$ cat src/rtl/led_pattern_pkg.sv
// ---------------------------------------------------------------------------
// led_pattern_pkg : shared types and constants for the LED sequencer
// Rev 1.0
// ---------------------------------------------------------------------------
`timescale 1ns/1ps
`default_nettype none

package led_pattern_pkg;

  localparam int LED_WIDTH = 4;
  localparam logic [LED_WIDTH-1:0] LED_INIT = 4'b0001;

  typedef enum logic {
    MODE_A = 1'b0,
    MODE_B = 1'b1
  } mode_e;

  typedef enum logic {
    SPD_1S = 1'b0,
    SPD_3S = 1'b1
  } speed_e;

  typedef enum logic {
    DIR_UP   = 1'b0,
    DIR_DOWN = 1'b1
  } dir_e;

  function automatic logic f_is_onehot(input logic [LED_WIDTH-1:0] v);
    return (v != '0) && ((v & (v - LED_WIDTH'(1))) == '0);
  endfunction

endpackage

`default_nettype wire

$ cat src/rtl/btn_pulse.sv
// ---------------------------------------------------------------------------
// btn_pulse : 2-FF synchronizer, level debounce and one-cycle press pulse
// Rev 1.0
// ---------------------------------------------------------------------------
`timescale 1ns/1ps
`default_nettype none

module btn_pulse #(
  parameter int DEBOUNCE_CYCLES = 8
) (
  input  logic clk,
  input  logic rst,
  input  logic i_btn,
  output logic o_pulse
);

  localparam int C_CNT_W = $clog2(DEBOUNCE_CYCLES + 1);

  logic [1:0]         r_sync;
  logic [C_CNT_W-1:0] r_cnt;
  logic               r_stable;
  logic               r_stable_q;

  // Accepted level only flips after DEBOUNCE_CYCLES consecutive differing samples.
  always_ff @(posedge clk or posedge rst) begin
    if (rst) begin
      r_sync     <= '0;
      r_cnt      <= '0;
      r_stable   <= 1'b0;
      r_stable_q <= 1'b0;
    end else begin
      r_sync     <= {r_sync[0], i_btn};
      r_stable_q <= r_stable;
      if (r_sync[1] == r_stable) begin
        r_cnt <= '0;
      end else if (r_cnt == C_CNT_W'(DEBOUNCE_CYCLES - 1)) begin
        r_stable <= r_sync[1];
        r_cnt    <= '0;
      end else begin
        r_cnt <= r_cnt + C_CNT_W'(1);
      end
    end
  end

  assign o_pulse = r_stable & ~r_stable_q;

endmodule

`default_nettype wire

$ cat src/rtl/led_pattern_top.sv
// ---------------------------------------------------------------------------
// led_pattern_top : 4-LED ping-pong / rotate sequencer with mode and speed buttons
// Rev 1.0
// ---------------------------------------------------------------------------
`timescale 1ns/1ps
`default_nettype none

module led_pattern_top
  import led_pattern_pkg::*;
#(
  parameter int CYCLES_PER_SEC  = 125_000_000,
  parameter int SLOW_FACTOR     = 3,
  parameter int DEBOUNCE_CYCLES = 8
) (
  input  logic                 clk,
  input  logic                 rst,
  input  logic                 btn0,
  input  logic                 btn1,
  output logic [LED_WIDTH-1:0] leds
);

  localparam int C_LIMIT_FAST = CYCLES_PER_SEC;
  localparam int C_LIMIT_SLOW = CYCLES_PER_SEC * SLOW_FACTOR;
  localparam int C_CNT_W      = $clog2(C_LIMIT_SLOW);

  logic                 w_pls0;
  logic                 w_pls1;
  logic                 w_tick;
  logic [C_CNT_W-1:0]   w_limit_m1;

  logic [C_CNT_W-1:0]   r_cnt,  w_cnt_nxt;
  logic [LED_WIDTH-1:0] r_leds, w_leds_nxt;
  mode_e                r_mode, w_mode_nxt;
  speed_e               r_speed, w_speed_nxt;
  dir_e                 r_dir,  w_dir_nxt;

  btn_pulse #(.DEBOUNCE_CYCLES(DEBOUNCE_CYCLES)) u_btn0 (
    .clk     (clk),
    .rst     (rst),
    .i_btn   (btn0),
    .o_pulse (w_pls0)
  );

  btn_pulse #(.DEBOUNCE_CYCLES(DEBOUNCE_CYCLES)) u_btn1 (
    .clk     (clk),
    .rst     (rst),
    .i_btn   (btn1),
    .o_pulse (w_pls1)
  );

  assign w_limit_m1 = (r_speed == SPD_3S) ? C_CNT_W'(C_LIMIT_SLOW - 1)
                                          : C_CNT_W'(C_LIMIT_FAST - 1);
  // >= rather than == so a counter left above a freshly shortened limit still wraps.
  assign w_tick     = (r_cnt >= w_limit_m1);

  always_ff @(posedge clk or posedge rst) begin
    if (rst) begin
      r_cnt   <= '0;
      r_leds  <= LED_INIT;
      r_mode  <= MODE_A;
      r_speed <= SPD_1S;
      r_dir   <= DIR_UP;
    end else begin
      r_cnt   <= w_cnt_nxt;
      r_leds  <= w_leds_nxt;
      r_mode  <= w_mode_nxt;
      r_speed <= w_speed_nxt;
      r_dir   <= w_dir_nxt;
    end
  end

  always_comb begin
    w_cnt_nxt   = w_tick ? '0 : r_cnt + C_CNT_W'(1);
    w_leds_nxt  = r_leds;
    w_mode_nxt  = r_mode;
    w_speed_nxt = r_speed;
    w_dir_nxt   = r_dir;

    if (w_pls1) begin
      w_speed_nxt = (r_speed == SPD_1S) ? SPD_3S : SPD_1S;
      w_cnt_nxt   = '0;
    end

    if (w_pls0) begin
      w_mode_nxt = (r_mode == MODE_A) ? MODE_B : MODE_A;
      w_leds_nxt = LED_INIT;
      w_dir_nxt  = DIR_UP;
      w_cnt_nxt  = '0;
    end

    // Button presses take priority over a coincident step.
    if (!w_pls0 && !w_pls1 && w_tick) begin
      if (!f_is_onehot(r_leds)) begin
        w_leds_nxt = LED_INIT;
        w_dir_nxt  = DIR_UP;
      end else if (r_mode == MODE_B) begin
        w_leds_nxt = {r_leds[LED_WIDTH-2:0], r_leds[LED_WIDTH-1]};
      end else if (r_dir == DIR_UP) begin
        if (r_leds[LED_WIDTH-1]) begin
          w_leds_nxt = r_leds >> 1;
          w_dir_nxt  = DIR_DOWN;
        end else begin
          w_leds_nxt = r_leds << 1;
          if (r_leds[LED_WIDTH-2]) w_dir_nxt = DIR_DOWN;
        end
      end else begin
        if (r_leds[0]) begin
          w_leds_nxt = r_leds << 1;
          w_dir_nxt  = DIR_UP;
        end else begin
          w_leds_nxt = r_leds >> 1;
          if (r_leds[1]) w_dir_nxt = DIR_UP;
        end
      end
    end
  end

  assign leds = r_leds;

endmodule

`default_nettype wire

$ cat config.mk
export PLATFORM = sky130hd
export DESIGN_NAME = led_pattern_top
export DESIGN_NICKNAME = d
export VERILOG_FILES = /design/src/rtl/led_pattern_pkg.sv /design/src/rtl/btn_pulse.sv /design/src/rtl/led_pattern_top.sv
export SDC_FILE = /design/constraint.sdc
export NUM_CORES = 1
export LEC_CHECK = 0
export BUFFER_PORTS_ARGS = -buffer_cell sky130_fd_sc_hd__buf_4
export CORE_ASPECT_RATIO = 0.6
export CORE_UTILIZATION = 25
export DETAILED_ROUTE_END_ITERATION = 10
export PLACE_DENSITY = 0.44
export SYNTH_ARGS = -nofsm -noshare
export SYNTH_HDL_FRONTEND = slang
export SYNTH_HIERARCHICAL = 1
export SYNTH_SLANG_ARGS = --single-unit
$ cat constraint.sdc
create_clock -name clk -period 2.2 [get_ports clk]
set_input_delay 0.11 -clock clk [delete_from_list [all_inputs] [get_ports clk]]
set_output_delay 0.11 -clock clk [all_outputs]
set_load 0.01 [all_outputs]
== Yosys cells after proc, flatten, opt, wreduce, memory -nomap -nowiden ==
Index checks and enable logic that the tools add are counted.

* Register bits: 52
* Latch bits: 0
* Memory bits (writable): 0
* Memory bits (read-only): 0
* Input bits: 4
* Output and inout bits: 4
* Word-level logic and storage cells: 65
* Memories kept: 0

* Add/subtract/negate cells: 4
* $mul: 0
* Div/mod/pow operators: 0
* $lt $le $gt $ge: 1
* Eq/ne operators: 4
* Shift-type cells: 0
* Muxes and demuxes: 26
* Bitwise logic cells: 7
* Reduce and logical (&&, ||, !) cells: 10

{| class="wikitable"
|+ Operators by type and width
! kind !! number
|-
| $mux 29 || 4
|-
| $mux 4 || 11
|-
| $add 29x1->29 const B || 1
|-
| $ge 29x29->1 || 1
|-
| $mux 1 || 11
|-
| $add 4x1->4 const B || 2
|-
| $eq 4x3->1 const B || 2
|-
| $and 4x4->4 || 1
|-
| $logic_not 4->1 || 1
|-
| $not 1->1 || 4
|-
| $reduce_and 2->1 || 2
|-
| $reduce_bool 4->1 || 1
|-
| $sub 4x1->4 const B || 1
|-
| $logic_and 1x1->1 || 3
|-
| $and 1x1->1 || 2
|-
| $eq 1x1->1 || 2
|-
| $logic_not 1->1 || 2
|-
| $reduce_bool 2->1 || 1
|}

== Depth between registers and ports, before layout ==
* Depth after elaboration: 9
* Gate-level depth with buffers: 10
* Depth with buffers taken out: 8

== By module ==
The synthesis kept the hierarchy.

{| class="wikitable"
|+ By module, submodules not included
! module !! instances !! cells each !! area an instance (µm²) !! sequential area each (µm²)
|-
| led_pattern_top || 1 || 232 || 2228.4 || 902.1
|-
| btn_pulse || 2 || 22 || 311.5 || 200.2
|}

== Worst setup path before layout ==
OpenSTA, ideal clock, no wires.

* Path kind: register to register
* Start point: register r_speed
* End point: register, netlist name r_cnt[20]
* Setup time: 0.068 ns
* Data arrival time: 2.007 ns
* Required time: 2.132 ns
* Path slack: 0.124 ns
* Cell stages (with the launch flop): 11
* Path buffers: 2
* Period minus slack after synthesis: 2.076 ns
* Cells stage by stage: dfrtp_1 inv_1 ha_1 o211ai_1 nand2b_1 or4_4 a21oi_2 o211ai_1 buf_6 buf_8 nor2_4

{| class="wikitable"
|+ RTL lines
! item !! RTL line !! source
|-
| from (decl) || led_pattern_top.sv:34 || <nowiki>speed_e r_speed, w_speed_nxt;</nowiki>
|-
| from (signal assigned) || led_pattern_top.sv:67 || <nowiki>r_speed <= w_speed_nxt;</nowiki>
|}

==> reports/results.tsv <==
metric	value	unit
syn-num-nets	292	
worstPathRequired	2.38	ns
grt_use_met3	3.37	%
cts_num_sinks	52	
layout_min_cycle_time	2.19	ns
layout_setup_ws	0.0109	ns
clkTransAtPathRegs	0.07	ns
grt_usage	11.1	%
grt_pass1_vias	1959	
antenna_found_initial	0	
synthCells	276	
num_rows	29	
drc_errors	0	
yosysSeqAreaShare	45.7	%
dp_hpwl	4330	microns
tightest_slew	0.478	ns
ios	8	
place_ws	0.0267	ns
rr_worst_depth	9	
final_nets	321	
hold_path_class	in -> async	
startpoint	r_speed	
reg2reg_to	r_cnt[25]	
routed_wl	6080	microns
crit_fanout	5	
cts-buffers-inserted	5	
arrival	2.37	ns
h-tree-depth	2	
synth_area	0.00285	sq mm
grt_busiest_layer	met1	
design_area	0.00350	sq mm
async_flop_share	100	%
synth.ff_latch_count	52	
rrSetupSlack	0.01	ns
synth_edf_count	0	
die_h	84.7	microns
crit_path_end	r_cnt[25]	
grt_setup_unrepaired	true	
status	finished clean	
power.share.switching	34.3	%
tritoncts	done	
grt_overflow_total	0	
clkLatencyLatePin	0.29	ns
maxCapViolCount	0	
dpl_cell_area	0.00314	sq mm
p_int	2.18	mW
p_sw	1.14	mW
final_antenna_net_count	0	
p_per_area	947	mW/mm^2
slew-limit-headroom	68.1	%
portBuffers	7	
gr-usage-met1	18.1	%
clock_path_buffers	2	
seqPwrFrac	39.5	%
yosys.area.top_type	dfrtp_1	
drive_above_1_share	24.2	%
setup_viol	0	
finalHoldViolCount	0	
skew	0.00816	ns
synth_top_area_share	44.8	%
coreArea	0.0108	sq mm
reg2reg_from	r_speed	
fin_crit_sh	99.5	%
viasPerCell	4.61	
max_freq	457	MHz
synth_area_leaders	dfrtp_1 45%, xor2_1 6.8%, ha_1 5.3%, nor2_1 4.5%, nor2_4 3.2%	
wire_per_inst	13.7	microns
initial_core_util	26.4	%
drtIter0Drc	98	
synth_commonest_cells	51 x dfrtp_1, 34 x nor2_1, 22 x xor2_1, 15 x nand2_1, 14 x nand3_1	
diodes	0	
die_w	140	microns
grt_max_degree	37	
postSynthAreaPerCell	10.3	sq um
p_clk_share	24.0	%
synthFlopType	dfrtp_1	
p_leak	1.53	nW
grt_pass1_wl	10200	microns
path_class	reg -> reg	
synth.most_common_cell	dfrtp_1	
end_kind	register	
comb_power_share	36.5	%
yosysWarnings	6	
grt_util_met2	13.7	%
dieArea	0.0119	sq mm
slew_viol_final	0	
start_kind	register	
syn2layout_area_growth	22.8	%
via_count	2053	
dr.pass1.iters	4	
root_buffer	clkbuf_16	
ys_types	52	
ir_drop	380	uV
gp_congestion	0.711	
[critical path, cell delays in order (launching register included)]
cell	delay [ns]
dfrtp_2	0.46
buf_6	0.14
ha_4	0.26
nor4bb_4	0.28
o21a_1	0.23
a21oi_2	0.08
o211ai_1	0.22
buf_4	0.21
clkbuf_16	0.17
nor2_4	0.04
[cell type report]
cell class | count | area (sq um)
clock buffer | 7 | 143
clock inverter | 1 | 7.51
fill | 1114 | 7310
inverter | 9 | 36.3
multi-input combinational | 208 | 1570
sequential | 52 | 1310
tap | 139 | 174
timing repair buffer | 29 | 272
[layer usage]
layer	share of wire, %	vias to the layer above
met5	0	-
met4	0.74	0
met3	4.5	4
met2	36	29
met1	59	1000
li1	-	1020
[per-stage QoR]
step | power, mW | hold WS [ns] | util [%] | setup TNS (ns) | cells
2_1_floorplan | 1.98 | -0.0743 | - | 0 | 276
3_3_place_gp | 2.22 | 0.0989 | 29.1 | 0 | 430
3_5_place_dp | 2.22 | 0.0988 | 29.1 | 0 | 430
4_1_cts | 3.03 | 0.338 | 30.7 | -0.0176 | 441
5_1_grt | 3.54 | 0.366 | 32.4 | -1.61 | 445
6_report | 3.32 | 0.340 | 32.4 | 0 | 445
[worst min path at each step]
stage,startpoint,end,slack [ns],cells past startpoint
floorplan,rst,u_btn0/r_cnt[0],-0.07,1
global placement,rst,u_btn1/r_cnt[3],0.1,2
detailed placement,rst,u_btn1/r_cnt[3],0.1,2
CTS,rst,u_btn1/r_cnt[0],0.34,3
global route,rst,u_btn1/r_cnt[3],0.37,3
finish,rst,u_btn1/r_cnt[0],0.34,3
[layout by cell type, fill, tap and decap left out, types with 2 or more instances in the layout]
| cell | netlist | final |
|---|---|---|
| dfrtp_1 | 51 | 49 |
| nor2_1 | 34 | 28 |
| xor2_1 | 22 | 22 |
| buf_4 | 0 | 22 |
| nand2_1 | 15 | 15 |
| nand3_1 | 14 | 14 |
| nor2_4 | 8 | 10 |
| xnor2_1 | 10 | 10 |
| nand4_1 | 8 | 8 |
| a21oi_1 | 9 | 8 |
| inv_1 | 9 | 8 |
| ha_1 | 12 | 8 |
| nand2b_1 | 6 | 6 |
| nor2_2 | 2 | 6 |
| o21ai_0 | 7 | 6 |
| nor2b_1 | 6 | 6 |
| clkbuf_16 | 0 | 6 |
| and2_1 | 4 | 4 |
| a21o_1 | 4 | 4 |
| nand3b_1 | 3 | 3 |
| and4_1 | 3 | 3 |
| and3_1 | 3 | 3 |
| nand4b_1 | 3 | 3 |
| ha_4 | 0 | 3 |
| dlygate4sd3_1 | 0 | 3 |
| o211ai_1 | 2 | 2 |
| o21a_1 | 2 | 2 |
| a211o_1 | 2 | 2 |
| a21oi_2 | 1 | 2 |
| mux2i_1 | 2 | 2 |
| buf_12 | 0 | 2 |
| dfrtp_2 | 0 | 2 |
| mux2_4 | 2 | 2 |
| a311oi_1 | 2 | 2 |
| and4_2 | 2 | 2 |
| a211oi_1 | 2 | 2 |
[sequential cells by signal (all words and copies together) (netlist names)]
signal,cells
leds,4
r_cnt,29
r_dir,1
r_mode,1
r_speed,1
u_btn0/r_cnt,4
u_btn0/r_stable,1
u_btn0/r_stable_q,1
u_btn0/r_sync,2
u_btn1/r_cnt,4
u_btn1/r_stable,1
u_btn1/r_stable_q,1
u_btn1/r_sync,2
[repair_timing]
item | in CTS | in global routing
endpoints found under the setup margin | 6 | 34
resized for setup | 1 | 29
setup buffers | 0 | 3
hold buffers | 3 | 0
hold endpoints to repair | 53 | 0
pin swaps | 0 | 1
gates cloned | 0 | 1
[power by group through the flow]
stage / logic, mW / clock network, mW / registers [mW]
global placement: 0.910 / 0 / 1.31
global route: 1.34 / 0.859 / 1.34
detailed placement: 0.915 / 0 / 1.30
CTS: 0.922 / 0.826 / 1.29
finish: 1.21 / 0.796 / 1.31
floorplan: 0.698 / 0 / 1.28
[cells by family after synthesis]
group	count (synthesis)	share of synthesized area [%]
flip-flops	52	45.7
AO/OA/AOI/OAI	38	9.13
XOR/XNOR	32	9.83
AND/OR/NAND/NOR	122	25.5
adder cells (fa/ha/maj)	12	5.27
buffers and inverters	16	2.81
multiplexers	4	1.76
(Power assumes the default switching activity.)
